`config.mk`:
```
export PLATFORM = sky130hd
export DESIGN_NAME = pipe_ctrl
export DESIGN_NICKNAME = d
export VERILOG_FILES = /design/src/rtl/pipe_ctrl.sv
export SDC_FILE = /design/constraint.sdc
export NUM_CORES = 1
export LEC_CHECK = 0
export ABC_AREA = 1
export BUFFER_PORTS_ARGS = -buffer_cell sky130_fd_sc_hd__buf_2
export CORE_MARGIN = 5
export CORE_UTILIZATION = 40
export DETAILED_ROUTE_END_ITERATION = 10
export GPL_ROUTABILITY_DRIVEN = 0
export GPL_TIMING_DRIVEN = 0
export PLACE_DENSITY = 0.83
export SLEW_MARGIN = 20
export SYNTH_ARGS = -nofsm -noshare
export SYNTH_HDL_FRONTEND = slang
export SYNTH_SLANG_ARGS = --single-unit
export TNS_END_PERCENT = 50
```
`constraint.sdc`:
```
create_clock -name clk -period 2.15 [get_ports clk]
set_clock_uncertainty 0.2 [all_clocks]
set_input_delay 0.3225 -clock clk [delete_from_list [all_inputs] [get_ports clk]]
set_output_delay 0.3225 -clock clk [all_outputs]
set_load 0.005 [all_outputs]
```
`src/rtl/pipe_ctrl.sv`:
```
// Pipeline hazard/redirect/halt controller: drives PC select, fetch stall, F flush and EX bubble.
// Optional performance counters are enabled by defining PIPE_CTRL_PERF_EN.
module pipe_ctrl #(
  parameter int LOAD_STALL_CYCLES = 1,
  parameter int CNT_W             = 16
) (
  input  logic             clk,
  input  logic             rst_n,
  input  logic [1:0]       pcsrc_ex,
  input  logic             is_load_ex,
  input  logic             regwrite_ex,
  input  logic [4:0]       rd_ex,
  input  logic [4:0]       rs1_f,
  input  logic [4:0]       rs2_f,
  input  logic             use_rs1_f,
  input  logic             use_rs2_f,
  input  logic             halt_req,
  input  logic             resume,
  output logic [1:0]       pc_sel,
  output logic             stall_fetch,
  output logic             flush_f,
  output logic             bubble_ex,
  output logic             halted,
  output logic [CNT_W-1:0] stall_cnt,
  output logic [CNT_W-1:0] flush_cnt
);

  typedef enum logic [1:0] {
    S_RUN   = 2'd0,
    S_FLUSH = 2'd1,
    S_STALL = 2'd2,
    S_HALT  = 2'd3
  } state_e;

  // Cycles spent in STALL after the first hazard cycle handled in RUN.
  localparam logic [3:0] STALL_LOAD = 4'(LOAD_STALL_CYCLES - 1);

  state_e     state_q, state_d;
  logic [3:0] stall_left_q, stall_left_d;
  logic       load_use;

  assign load_use = is_load_ex & regwrite_ex & (rd_ex != 5'd0) &
                    ((use_rs1_f & (rs1_f == rd_ex)) | (use_rs2_f & (rs2_f == rd_ex)));

  always_ff @(posedge clk or negedge rst_n) begin
    if (!rst_n) begin
      state_q      <= S_RUN;
      stall_left_q <= 4'd0;
    end else begin
      state_q      <= state_d;
      stall_left_q <= stall_left_d;
    end
  end

  always_comb begin
    state_d      = state_q;
    stall_left_d = stall_left_q;
    pc_sel       = 2'b00;
    stall_fetch  = 1'b0;
    flush_f      = 1'b0;
    bubble_ex    = 1'b0;
    halted       = 1'b0;
    unique case (state_q)
      S_RUN: begin
        if (pcsrc_ex != 2'b00) begin
          pc_sel  = pcsrc_ex;
          flush_f = 1'b1;
          state_d = S_FLUSH;
        end else if (halt_req) begin
          state_d = S_HALT;
        end else if (load_use) begin
          stall_fetch = 1'b1;
          bubble_ex   = 1'b1;
          if (LOAD_STALL_CYCLES > 1) begin
            state_d      = S_STALL;
            stall_left_d = STALL_LOAD;
          end
        end
      end
      S_FLUSH: begin
        bubble_ex = 1'b1;
        state_d   = S_RUN;
      end
      S_STALL: begin
        stall_fetch  = 1'b1;
        bubble_ex    = 1'b1;
        stall_left_d = (stall_left_q == 4'd0) ? 4'd0 : stall_left_q - 4'd1;
        if (stall_left_q <= 4'd1) begin
          state_d = S_RUN;
        end
      end
      S_HALT: begin
        stall_fetch = 1'b1;
        bubble_ex   = 1'b1;
        halted      = 1'b1;
        if (resume) begin
          state_d = S_RUN;
        end
      end
      default: begin
        state_d = S_RUN;
      end
    endcase
    // Outputs must read as idle the instant reset asserts, not just after the next edge.
    if (!rst_n) begin
      pc_sel      = 2'b00;
      stall_fetch = 1'b0;
      flush_f     = 1'b0;
      bubble_ex   = 1'b0;
      halted      = 1'b0;
    end
  end

`ifdef PIPE_CTRL_PERF_EN
  logic [CNT_W-1:0] stall_cnt_q, flush_cnt_q;

  function automatic logic [CNT_W-1:0] sat_inc(input logic [CNT_W-1:0] v);
    return (v == {CNT_W{1'b1}}) ? v : v + CNT_W'(1);
  endfunction

  always_ff @(posedge clk or negedge rst_n) begin
    if (!rst_n) begin
      stall_cnt_q <= '0;
      flush_cnt_q <= '0;
    end else begin
      if (stall_fetch) stall_cnt_q <= sat_inc(stall_cnt_q);
      if (flush_f)     flush_cnt_q <= sat_inc(flush_cnt_q);
    end
  end

  assign stall_cnt = stall_cnt_q;
  assign flush_cnt = flush_cnt_q;
`else
  assign stall_cnt = '0;
  assign flush_cnt = '0;
`endif

endmodule

```
==> results of run 1 <==
[power by group]
group | total (mW) | internal, mW | switching, mW
clock network | 0.101 | 0.0630 | 0.0381
registers | 0.138 | 0.127 | 0.0111
logic | 0.218 | 0.103 | 0.116
[worst min-delay path, cell delays in order]
cell                       delay (ns)
sky130_fd_sc_hd__buf_2           0.08
sky130_fd_sc_hd__nand3b_1        0.11
sky130_fd_sc_hd__nand2_1         0.05
[metal layers]
| metal | global-route usage [%] | part of all wire (%) |
|---|---|---|
| met5 | 0 | 0 |
| met1 | 13.7 | 40 |
| met4 | 3.32 | 0 |
| met3 | 1.36 | 12 |
| met2 | 19.7 | 48 |
[final timing paths]
check / startpoint / end / slack, ns / depth (start not counted)
setup / recovery: rst_n / halted / 0.14 / 5
hold / removal: resume / state_q[0] / 0.17 / 3
setup reg to reg: state_q[0] / stall_left_q[2] / 0.90 / 7
hold reg to reg: stall_left_q[0] / stall_left_q[0] / 0.31 / 1
max in group asynchronous: rst_n / stall_left_q[2] / 1.32 / 2
min in group asynchronous: rst_n / stall_left_q[0] / 0.28 / 2
[what timing repair did]
item | CTS | global route
hold buffers | 1 | 0
setup endpoints to repair | 0 | 0
gates resized for setup | 0 | 0
hold endpoints to repair | 6 | 0
[through the flow]
step	power [mW]	instances	setup slack [ns]	util, %	hold WS (ns)
2_1_floorplan	0.290	167	0.689	-	-0.173
3_3_place_gp	0.352	224	0.421	57.2	-0.0391
3_5_place_dp	0.355	224	0.403	57.2	-0.0380
4_1_cts	0.459	228	0.155	58.9	0.175
5_1_grt	0.507	228	0.0513	58.9	0.191
6_report	0.458	228	0.141	58.9	0.170
[synthesized netlist by cell type]
master	number	area (um2)
sky130_fd_sc_hd__a21oi_1	1	5.00
sky130_fd_sc_hd__a21oi_2	1	8.76
sky130_fd_sc_hd__buf_4	32	240
sky130_fd_sc_hd__conb_1	1	3.75
sky130_fd_sc_hd__dfrtp_1	6	150
sky130_fd_sc_hd__inv_1	16	60.1
sky130_fd_sc_hd__inv_2	7	26.3
sky130_fd_sc_hd__nand2_1	40	150
sky130_fd_sc_hd__nand3_1	5	25.0
sky130_fd_sc_hd__nand3b_1	1	7.51
sky130_fd_sc_hd__nor2_1	14	52.6
sky130_fd_sc_hd__nor2_2	5	31.3
sky130_fd_sc_hd__nor3_1	2	10.0
sky130_fd_sc_hd__o211ai_1	1	7.51
sky130_fd_sc_hd__o21ai_0	3	15.0
sky130_fd_sc_hd__o21ai_1	1	5.00
[final cells by class]
cell class / instances / area (um2) / share of cell area (%)
Multi-Input combinational cell: 106 / 438 / 38.7
Buffer: 32 / 240 / 21.2
Timing Repair Buffer: 31 / 160 / 14.2
Sequential cell: 6 / 150 / 13.3
Inverter: 23 / 86.3 / 7.63
Tap cell: 27 / 33.8 / 2.99
Clock buffer: 3 / 22.5 / 1.99
[sequential cells by signal, summed over array words and instances (netlist names)]
| signal | flops |
|---|---|
| stall_left_q | 4 |
| state_q | 2 |
[cell usage in the layout, fill, tap and decap left out, types with 2 or more instances in the layout]
master and instances:
sky130_fd_sc_hd__inv_2 7, sky130_fd_sc_hd__nor2_2 5, sky130_fd_sc_hd__buf_4 32, sky130_fd_sc_hd__dfrtp_1 6, sky130_fd_sc_hd__buf_2 30, sky130_fd_sc_hd__clkbuf_4 3, sky130_fd_sc_hd__nand2_1 40, sky130_fd_sc_hd__nor3_1 2
sky130_fd_sc_hd__conb_1 32, sky130_fd_sc_hd__o21ai_0 3, sky130_fd_sc_hd__nor2_1 14, sky130_fd_sc_hd__inv_1 16, sky130_fd_sc_hd__nand3_1 5
[cell families (layout without fill, tap and decap cells)]
group / after synthesis / after routing / synth area share (%)
AOI/OAI and AO/OA: 7 / 7 / 5.17
buffers and inverters: 55 / 89 / 40.9
DFF: 6 / 6 / 18.8
other: 1 / 32 / 0.470
and+or+nand+nor: 67 / 67 / 34.6
==> impl_metrics.sql, run 1 <==
INSERT INTO impl_metrics (metric_group, metric, value, unit) VALUES
('status', 'status', 'complete, no violations', ''),
('cts', 'inserted_clock_buffers', '3', ''),
('global_route', 'initial_antenna_violation_count', '0', ''),
('placement', 'detailed_place_hpwl', '1.51', 'mm'),
('global_route', 'grt_overflow', '0', ''),
('routing', 'detailedRoute.firstIterationViolations', '11', ''),
('routing', 'route.detailed.drc', '0', ''),
('routing', 'route.final.wire_length', '1.65', 'mm'),
('routing', 'routed-via-count', '813', ''),
('timing', 'setup_viol', '0', ''),
('floorplanning', 'design.core.area', '0.00192', 'mm2'),
('finish', 'final_net_count', '228', ''),
('cts', 'cts_num_sinks', '6', ''),
('worst_setup_path', 'critical-path-top-delay-family', 'buffers and inverters', ''),
('finish', 'filler_cell_count', '197', ''),
('cts', 'cts_post_setup_buffers_inserted', '0', ''),
('finish', 'antenna_cells', '0', ''),
('floorplanning', 'rows', '16', ''),
('finish', 'syn_to_final_growth', '41.7', '%'),
('global_route', 'via_count_of_the_first_global_routing_pass', '665', ''),
('cts', 'tritoncts', 'done', ''),
('cts', 'cts-root-to-sink-buffers', '2', ''),
('power', 'max_rail_drop_vdd', '224', 'uV'),
('timing', 'fin_crit_sh', '93.5', '%'),
('worst_setup_path', 'critical_path_class', 'in -> out', ''),
('timing', 'timing.final.hold_violations', '0', ''),
('worst_setup_path', 'startpoint_type', 'primary input', ''),
('timing', 'rsz0062_at_grt', 'false', ''),
('floorplanning', 'io-pin-count', '63', ''),
('min_path', 'hold_path.class', 'in -> reg', ''),
('worst_setup_path', 'crit_slowest_cell', 'sky130_fd_sc_hd__dlygate4sd3_1', ''),
('global_route', 'grt_pass1_wl', '2.50', 'mm'),
('synthesis', 'synth_seq_cells', '6', ''),
('finish', 'layout-drive-gt1-share', '38.8', '%'),
('floorplanning', 'die_area', '0.00299', 'mm2'),
('worst_setup_path', 'crit_path_cell_trace', 'dlygate4sd3_1, buf_2, inv_1, nor3_1, buf_2', ''),
('worst_setup_path', 'cp_num_buf_inv', '4', ''),
('timing', 'timing.final.max_slew_violations', '0', ''),
('synthesis', 'synth_seq_area_share', '18.8', '%'),
('finish', 'post-route-cell-area', '0.00113', 'mm2'),
('cts', 'clock_latency', '0.24', 'ns'),
('floorplanning', 'initial_utilization', '41.5', '%'),
('placement', 'io_buffers', '30', ''),
('global_route', 'aggregate_global_route_resource_usage', '11.1', '%'),
('power', 'cellPowerDensity', '405', 'mW/mm2'),
('synthesis', 'synth_cell_type_count', '16', ''),
('routing', 'count_of_nets_left_with_antenna_violations_after_detail_routing', '0', ''),
('worst_setup_path', 'timing.critical_path.slowest_cell_delay', '0.54', 'ns'),
('timing', 'fin_tns_setup', '0', 'ns'),
('worst_setup_path', 'cp.required', '1.63', 'ns'),
('worst_setup_path', 'cp_common_cell', 'sky130_fd_sc_hd__buf_2', ''),
('worst_setup_path', 'crit_path_end_kind', 'primary output', ''),
('synthesis', 'post_synthesis_instance_total', '136', ''),
('routing', 'average_routed_wire_per_standard_cell', '7.22', 'um'),
('routing', 'vias_per_cell', '3.57', ''),
('synthesis', 'post_synth.cell_area_avg', '5.87', 'um2'),
('synthesis', 'yosys_warnings', '0', ''),
('placement', 'postPlaceCellArea', '0.00110', 'mm2'),
('routing', 'drt_pass1_iterations', '4', ''),
('synthesis', 'synth_area', '798', 'um2'),
('run', 'drv.max_cap_violation_count', '0', ''),
('worst_setup_path', 'critical_path.max_fanout', '8', ''),
('floorplanning', 'die_h', '54.7', 'um'),
('timing', 'layout_min_cycle_time', '2.01', 'ns'),
('global_route', 'pin_count_of_the_biggest_net_entering_global_routing', '9', ''),
('worst_setup_path', 'arrival', '1.49', 'ns'),
('timing', 'max_clock_freq', '498', 'MHz'),
('cts', 'ctsHtreeMaxLevel', '1', ''),
('floorplanning', 'dieWidth', '54.7', 'um'),
('cts', 'cts_root_buf', 'sky130_fd_sc_hd__clkbuf_4', ''),
('cts', 'clk_transition_reported_paths', '0.04', 'ns'),
('power', 'leakage_power', '0.774', 'nW');
Note: power is estimated with default switching activity, not from simulation.
==> run 2, diff against run 1 <==
Settings changed: CORE_UTILIZATION 40 to 39, PLACE_DENSITY 0.83 to 0.82, SETUP_SLACK_MARGIN set to 0.15, SKIP_CTS_REPAIR_TIMING set to 1.
Clock period 2.15 ns to 2.2 ns, I/O delays scaled along.
==> run 2 against run 1 <==
Net effect: first-iteration DRC count increased by 55%; non-clock buffer count unchanged; count of clock-buffer cells in the layout unchanged; power decreased by 2.6%; core utilization decreased by 1.2 points; via count increased by 3.7%; register-to-register slack improved by 0.07 ns; combinational power about the same; critical path depth increased by 4; wire length decreased by 3.3%; design area unchanged; critical endpoint is now stall_fetch; largest power group unchanged.
==> impl_metrics.sql, run 2 (synthesis results as in run 1) <==
INSERT INTO impl_metrics (metric_group, metric, value, unit) VALUES
('status', 'status', 'complete, no violations', ''),
('floorplanning', 'rows', '16', ''),
('routing', 'route.final.wire_length', '1.59', 'mm'),
('routing', 'drt_pass1_iterations', '4', ''),
('cts', 'cts_root_buf', 'sky130_fd_sc_hd__clkbuf_4', ''),
('power', 'leakage_power', '0.774', 'nW'),
('routing', 'vias_per_cell', '3.70', ''),
('min_path', 'timing.hold.worst.start', 'resume', ''),
('cts', 'cts_num_sinks', '6', ''),
('floorplanning', 'initial_utilization', '40.7', '%'),
('worst_setup_path', 'rrSetupSlack', '0.97', 'ns'),
('worst_setup_path', 'arrival', '1.20', 'ns'),
('placement', 'postPlaceCellArea', '0.00110', 'mm2'),
('cts', 'cts-root-to-sink-buffers', '2', ''),
('power', 'p_comb_share', '48.1', '%'),
('floorplanning', 'design.core.area', '0.00196', 'mm2'),
('floorplanning', 'dieWidth', '55.2', 'um'),
('worst_setup_path', 'cp-startpoint', 'pcsrc_ex[0]', ''),
('floorplanning', 'io-pin-count', '63', ''),
('global_route', 'aggregate_global_route_resource_usage', '9.64', '%'),
('finish', 'post-route-cell-area', '0.00113', 'mm2'),
('finish', 'mostFrequentLayoutCell', 'sky130_fd_sc_hd__nand2_1', ''),
('timing', 'fin_crit_sh', '78.6', '%'),
('power', 'max_rail_drop_vdd', '261', 'uV'),
('power', 'p_clk_share', '21.7', '%'),
('global_route', 'initial_antenna_violation_count', '0', ''),
('finish', 'largest_register_ff_count', '4', ''),
('finish', 'registers.top_by_ff_count', 'stall_left_q', ''),
('worst_setup_path', 'critical_path_class', 'in -> out', ''),
('power', 'power.switching_fraction', '35.8', '%'),
('power', 'seqPwrFrac', '30.2', '%'),
('worst_setup_path', 'worst-r2r-cell-count', '7', ''),
('routing', 'count_of_nets_left_with_antenna_violations_after_detail_routing', '0', ''),
('worst_setup_path', 'critical_path.max_fanout', '3', ''),
('placement', 'io_buffers', '30', ''),
('global_route', 'grt_overflow', '0', ''),
('worst_setup_path', 'crit_path_end_kind', 'primary output', ''),
('finish', 'layout-drive-gt1-share', '38.8', '%'),
('power', 'power.switching', '159', 'uW'),
('finish', 'filler_cell_count', '205', ''),
('cts', 'ctsHtreeMaxLevel', '1', ''),
('floorplanning', 'die_area', '0.00305', 'mm2'),
('timing', 'max_clock_freq', '578', 'MHz'),
('min_path', 'hold_path.class', 'in -> reg', ''),
('finish', 'most-common-layout-cells', 'sky130_fd_sc_hd__nand2_1 (40), sky130_fd_sc_hd__buf_4 (32), sky130_fd_sc_hd__conb_1 (32)', ''),
('cts', 'inserted_clock_buffers', '3', ''),
('cts', 'clk_transition_reported_paths', '0.04', 'ns'),
('timing', 'timing.final.max_slew_violations', '0', ''),
('global_route', 'pin_count_of_the_biggest_net_entering_global_routing', '9', ''),
('worst_setup_path', 'r2r-end', 'stall_left_q[2]', ''),
('placement', 'place_ws', '0.446', 'ns'),
('finish', 'final_net_count', '228', ''),
('placement', 'detailed_place_hpwl', '1.46', 'mm'),
('timing', 'fin_ws', '0.470', 'ns'),
('worst_setup_path', 'startpoint_of_the_worst_slack_reg_to_reg_timing_path', 'state_q[0]', ''),
('min_path', 'number_of_stages_on_the_worst_hold_path', '3', ''),
('cts', 'tritoncts', 'done', ''),
('timing', 'fin_tns_setup', '0', 'ns'),
('timing', 'rsz0062_at_grt', 'false', ''),
('power', 'cell_internal_pwr', '286', 'uW'),
('global_route', 'via_count_of_the_first_global_routing_pass', '708', ''),
('routing', 'routed-via-count', '843', ''),
('finish', 'syn_to_final_growth', '41.7', '%'),
('timing', 'setup_viol', '0', ''),
('finish', 'antenna_cells', '0', ''),
('min_path', 'hold-path-endpoint', 'state_q[0]', ''),
('worst_setup_path', 'startpoint_type', 'primary input', ''),
('routing', 'average_routed_wire_per_standard_cell', '6.98', 'um'),
('timing', 'timing.final.hold_violations', '0', ''),
('timing', 'layout_min_cycle_time', '1.73', 'ns'),
('floorplanning', 'die_h', '55.2', 'um'),
('global_route', 'grt_pass1_wl', '2.50', 'mm'),
('run', 'drv.max_cap_violation_count', '0', ''),
('power', 'cellPowerDensity', '394', 'mW/mm2'),
('worst_setup_path', 'cp.required', '1.67', 'ns'),
('finish', 'largest_registers', 'stall_left_q: 4 flops, state_q: 2 flops', ''),
('cts', 'clock_latency', '0.23', 'ns'),
('routing', 'route.detailed.drc', '0', ''),
('routing', 'detailedRoute.firstIterationViolations', '17', '');
-- run 2: cell counts in the layout (fill, tap and decap cells not counted) --
No cell type changed its count.
-- run 2: how the worst max path moves through the flow --
stage / end / cells after the start
floorplan: stall_fetch / 7
global placement: stall_fetch / 9
detailed placement: stall_fetch / 9
CTS: stall_fetch / 9
global route: stall_fetch / 9
finish: stall_fetch / 9
-- run 2: layout make-up --
| type | count | area [um2] | share of cell area (%) |
|---|---|---|---|
| timing repair buffer | 31 | 160 | 14.2 |
| tap | 27 | 33.8 | 2.99 |
| buffer | 32 | 240 | 21.2 |
| inverter | 23 | 86.3 | 7.63 |
| multi-input combinational | 106 | 438 | 38.7 |
| sequential | 6 | 150 | 13.3 |
| clock buffer | 3 | 22.5 | 1.99 |
-- run 2: power by group through the flow --
stage	clock [mW]	sequential (mW)	combinational, mW
after CTS	0.100	0.134	0.212
after global placement	0	0.136	0.209
final	0.0967	0.135	0.215
after detailed placement	0	0.136	0.211
after global routing	0.109	0.137	0.247
after floorplan	0	0.135	0.149
-- run 2: worst max-delay path, stage by stage --
cell and delay (ns):
sky130_fd_sc_hd__buf_2 0.11, sky130_fd_sc_hd__nor2_2 0.12, sky130_fd_sc_hd__inv_2 0.06, sky130_fd_sc_hd__nor2_2 0.07, sky130_fd_sc_hd__nand3_1 0.06, sky130_fd_sc_hd__nor2_1 0.12
sky130_fd_sc_hd__nand3_1 0.10, sky130_fd_sc_hd__a21oi_2 0.11, sky130_fd_sc_hd__buf_2 0.12
-- run 2: stage by stage --
stage                     power, mW  instances  hold WS (ns)  util [%]
after floorplan               0.284        167        -0.166         -
after global placement        0.345        224       -0.0312      56.0
after detailed placement      0.348        224       -0.0308      56.0
after CTS                     0.447        227        -0.284      57.1
after global routing          0.493        228         0.228      57.7
final                         0.446        228         0.192      57.7
-- run 2: per-layer routing --
| layer | wire (um) | GRT usage (%) | up-vias |
|---|---|---|---|
| met2 | 720 | 16.0 | 48 |
| met3 | 207 | 3.50 | 8 |
| met5 | 0 | 0 | - |
| met1 | 627 | 10.7 | 319 |
| met4 | 37 | 4.86 | 0 |
| li1 | - | - | 468 |
==> run 3, diff against run 2 <==
Settings changed: ABC_AREA 1 to 0, CORE_UTILIZATION 39 to 37, PLACE_DENSITY 0.82 to 0.81.
Clock period 2.2 ns to 1.6 ns, I/O delays scaled along.
==> run 3 against run 2 <==
Net effect: the flow now finishes with violations (negative hold slack, negative setup slack); sequential share of layout area increased by 0.18 points; critical path depth decreased by 4; via count decreased by 16%; core utilization increased by 6.1 points; combinational power increased by 68%.
==> impl_metrics.sql, run 3 <==
INSERT INTO impl_metrics (metric_group, metric, value, unit) VALUES
('synthesis', 'synth_area', '708', 'um2'),
('worst_setup_path', 'crit_path_end_kind', 'primary output', ''),
('synthesis', 'synth_top_cells_by_area', 'sky130_fd_sc_hd__buf_4 (34%), sky130_fd_sc_hd__dfrtp_1 (21%), sky130_fd_sc_hd__xor2_1 (9.9%), sky130_fd_sc_hd__o21ai_0 (4.2%), sky130_fd_sc_hd__xnor2_1 (2.5%)', ''),
('timing', 'rsz0062_at_grt', 'true', ''),
('run', 'drv.max_cap_violation_count', '0', ''),
('synthesis', 'synth_largest_type_area_fraction', '33.9', '%'),
('cts', 'clock_latency', '0.25', 'ns'),
('timing', 'max_clock_freq', '555', 'MHz'),
('worst_setup_path', 'critical_path_class', 'in -> out', ''),
('synthesis', 'synth_top_family_by_area', 'buffers and inverters', ''),
('floorplanning', 'initial_utilization', '40.1', '%'),
('worst_setup_path', 'critical_path.max_fanout', '3', ''),
('finish', 'largest_register_ff_count', '4', ''),
('status', 'failed_checks', 'negative hold slack, negative setup slack', ''),
('timing', 'fin_ws', '-0.202', 'ns'),
('placement', 'detailed_place_hpwl', '1.49', 'mm'),
('global_route', 'grt_pass1_wl', '2.36', 'mm'),
('floorplanning', 'dieWidth', '53.8', 'um'),
('worst_setup_path', 'cp_num_buf_inv', '2', ''),
('finish', 'filler_cell_count', '157', ''),
('finish', 'syn_to_final_growth', '58.8', '%'),
('global_route', 'aggregate_global_route_resource_usage', '11.3', '%'),
('routing', 'vias_per_cell', '4.00', ''),
('global_route', 'pin_count_of_the_biggest_net_entering_global_routing', '14', ''),
('finish', 'post-route-cell-area', '0.00112', 'mm2'),
('cts', 'tritoncts', 'done', ''),
('floorplanning', 'die_area', '0.00289', 'mm2'),
('worst_setup_path', 'crit_slowest_cell', 'sky130_fd_sc_hd__or4_4', ''),
('timing', 'whs', '-0.00472', 'ns'),
('synthesis', 'ys_dominant_reg_cell', 'sky130_fd_sc_hd__dfrtp_1', ''),
('cts', 'ctsHtreeMaxLevel', '1', ''),
('floorplanning', 'design.core.area', '0.00176', 'mm2'),
('routing', 'route.final.wire_length', '1.85', 'mm'),
('finish', 'largest_registers', 'stall_left_q: 4 flops, state_q: 2 flops', ''),
('synthesis', 'synth_cell_type_count', '26', ''),
('routing', 'average_routed_wire_per_standard_cell', '10.5', 'um'),
('finish', 'layout-drive-gt1-share', '51.7', '%'),
('synthesis', 'synth.top_cells.by_count', 'sky130_fd_sc_hd__buf_4 (32), sky130_fd_sc_hd__xor2_1 (8), sky130_fd_sc_hd__dfrtp_1 (6), sky130_fd_sc_hd__o21ai_0 (6)', ''),
('synthesis', 'synth_compound_gate_area_share', '12.7', '%'),
('synthesis', 'synthMostInstantiatedCell', 'sky130_fd_sc_hd__buf_4', ''),
('floorplanning', 'die_h', '53.8', 'um'),
('synthesis', 'post_synth_and_or_nand_nor_area_fraction', '16.6', '%'),
('synthesis', 'library_cell_with_the_largest_summed_area_after_synthesis', 'sky130_fd_sc_hd__buf_4', ''),
('finish', 'mostFrequentLayoutCell', 'sky130_fd_sc_hd__buf_4', ''),
('worst_setup_path', 'cp.required', '1.16', 'ns'),
('timing', 'layout_min_cycle_time', '1.80', 'ns'),
('cts', 'cts-root-to-sink-buffers', '2', ''),
('synthesis', 'synth_seq_cells', '6', ''),
('synthesis', 'yosys_warnings', '0', ''),
('min_path', 'number_of_stages_on_the_worst_hold_path', '2', ''),
('power', 'leakage_power', '0.644', 'nW'),
('worst_setup_path', 'critical-path-top-delay-family', 'simple AND/OR/NAND/NOR gates', ''),
('worst_setup_path', 'crit_path_cell_trace', 'buf_8, or4_4, o211ai_1, o21ai_1, buf_2', ''),
('routing', 'routed-via-count', '704', ''),
('floorplanning', 'rows', '15', ''),
('cts', 'cts_root_buf', 'sky130_fd_sc_hd__clkbuf_4', ''),
('cts', 'inserted_clock_buffers', '3', ''),
('worst_setup_path', 'worst-r2r-cell-count', '4', ''),
('worst_setup_path', 'critical_path_depth', '5', ''),
('routing', 'drt_pass1_iterations', '4', ''),
('synthesis', 'synth_enable_flop_cells', '0', ''),
('routing', 'route.detailed.drc', '0', ''),
('cts', 'clk_transition_reported_paths', '0.05', 'ns'),
('finish', 'final_net_count', '178', ''),
('placement', 'io_buffers', '30', ''),
('synthesis', 'post_synth.cell_area_avg', '8.33', 'um2'),
('synthesis', 'synth_adder_area_share', '0', '%'),
('routing', 'count_of_nets_left_with_antenna_violations_after_detail_routing', '0', ''),
('synthesis', 'synth_xor_area_share', '12.4', '%'),
('power', 'cellPowerDensity', '608', 'mW/mm2'),
('worst_setup_path', 'arrival', '1.36', 'ns'),
('placement', 'postPlaceCellArea', '0.00101', 'mm2'),
('cts', 'cts_num_sinks', '6', ''),
('timing', 'timing.final.max_slew_violations', '0', ''),
('routing', 'detailedRoute.firstIterationViolations', '14', ''),
('finish', 'final_core_util', '63.8', '%'),
('finish', 'antenna_cells', '0', ''),
('timing', 'fin_crit_sh', '113', '%'),
('global_route', 'initial_antenna_violation_count', '0', ''),
('timing', 'timing.final.hold_violations', '1', ''),
('synthesis', 'synth_mux_area_share', '1.41', '%'),
('synthesis', 'post_synthesis_instance_total', '85', ''),
('min_path', 'hold_path.class', 'in -> reg', ''),
('finish', 'most-common-layout-cells', 'sky130_fd_sc_hd__buf_4 (33), sky130_fd_sc_hd__conb_1 (32), sky130_fd_sc_hd__buf_2 (24)', ''),
('synthesis', 'async_set_reset_flop_share_out_of_synthesis', '100', '%'),
('global_route', 'via_count_of_the_first_global_routing_pass', '592', ''),
('timing', 'setup_viol', '5', ''),
('worst_setup_path', 'startpoint_type', 'primary input', ''),
('status', 'status', 'finished, violations left', ''),
('worst_setup_path', 'timing.critical_path.slowest_cell_delay', '0.53', 'ns'),
('power', 'max_rail_drop_vdd', '465', 'uV'),
('synthesis', 'synth_seq_area_share', '21.2', '%'),
('global_route', 'grt_overflow', '0', ''),
('floorplanning', 'io-pin-count', '63', ''),
('finish', 'registers.top_by_ff_count', 'stall_left_q', '');
-- run 3: changes by cell type after synthesis, sizes merged, moves of 3 or more --
cell and change:
and3 +3, nor2 -15, nand2 -36, xor2 +8, inv -22, nand3 -5
-- run 3: through the flow --
stage	TNS [ns]	worst slack (ns)	total power, mW	hold slack [ns]	instances
after global routing	-0.868	-0.258	0.745	0.0122	176
after global placement	-0.432	-0.178	0.446	-0.100	171
after CTS	-0.899	-0.220	0.594	-0.358	174
after floorplan	-0.0473	-0.0473	0.368	-0.256	116
after detailed placement	-0.510	-0.199	0.453	-0.0946	171
final	-0.535	-0.202	0.684	-0.00472	176
-- run 3: final timing paths --
| kind | from | to | slack [ns] |
|---|---|---|---|
| setup / recovery | rd_ex[4] | bubble_ex | -0.20 |
| hold / removal | resume | state_q[0] | -0.005 |
| setup reg to reg | state_q[1] | stall_left_q[2] | -0.11 |
| hold reg to reg | stall_left_q[0] | stall_left_q[0] | 0.31 |
| max in group asynchronous | rst_n | state_q[1] | 0.66 |
| min in group asynchronous | rst_n | stall_left_q[0] | 0.30 |
-- run 3: where the power goes --
part           internal, mW  total [mW]  switching, mW
logic                 0.203       0.362          0.159
clock network        0.0849       0.141         0.0564
registers             0.169       0.181         0.0123
-- run 3: layout make-up --
type                       instances  area, um2  share of cell area, %
tap                               25       31.3                   2.78
timing repair buffer              32        209                   18.6
inverter                           1       3.75                  0.334
sequential                         6        151                   13.5
multi-input combinational         76        455                   40.5
buffer                            33        251                   22.4
clock buffer                       3       22.5                   2.00
-- run 3: cell families after synthesis --
family,after synthesis
simple gates,20
other cells,1
buf+inv,34
compound gates,13
flops,6
mux,1
xor+xnor,10
-- run 3: metal layers --
layer	wire length (um)	global-route usage, %	share of wire, %	up-vias
li1	-	-	-	359
met1	644	11.8	35	293
met2	973	18.8	53	49
met3	215	3.88	12	3
met4	15	7.66	0.81	0
met5	0	0	0	-
-- run 3: worst register-to-register path, cell delays in order (launching register included) --
cell and delay [ns]:
sky130_fd_sc_hd__dfrtp_2 0.43, sky130_fd_sc_hd__inv_2 0.05, sky130_fd_sc_hd__or3_4 0.39, sky130_fd_sc_hd__or4b_1 0.51, sky130_fd_sc_hd__nand2_1 0.07
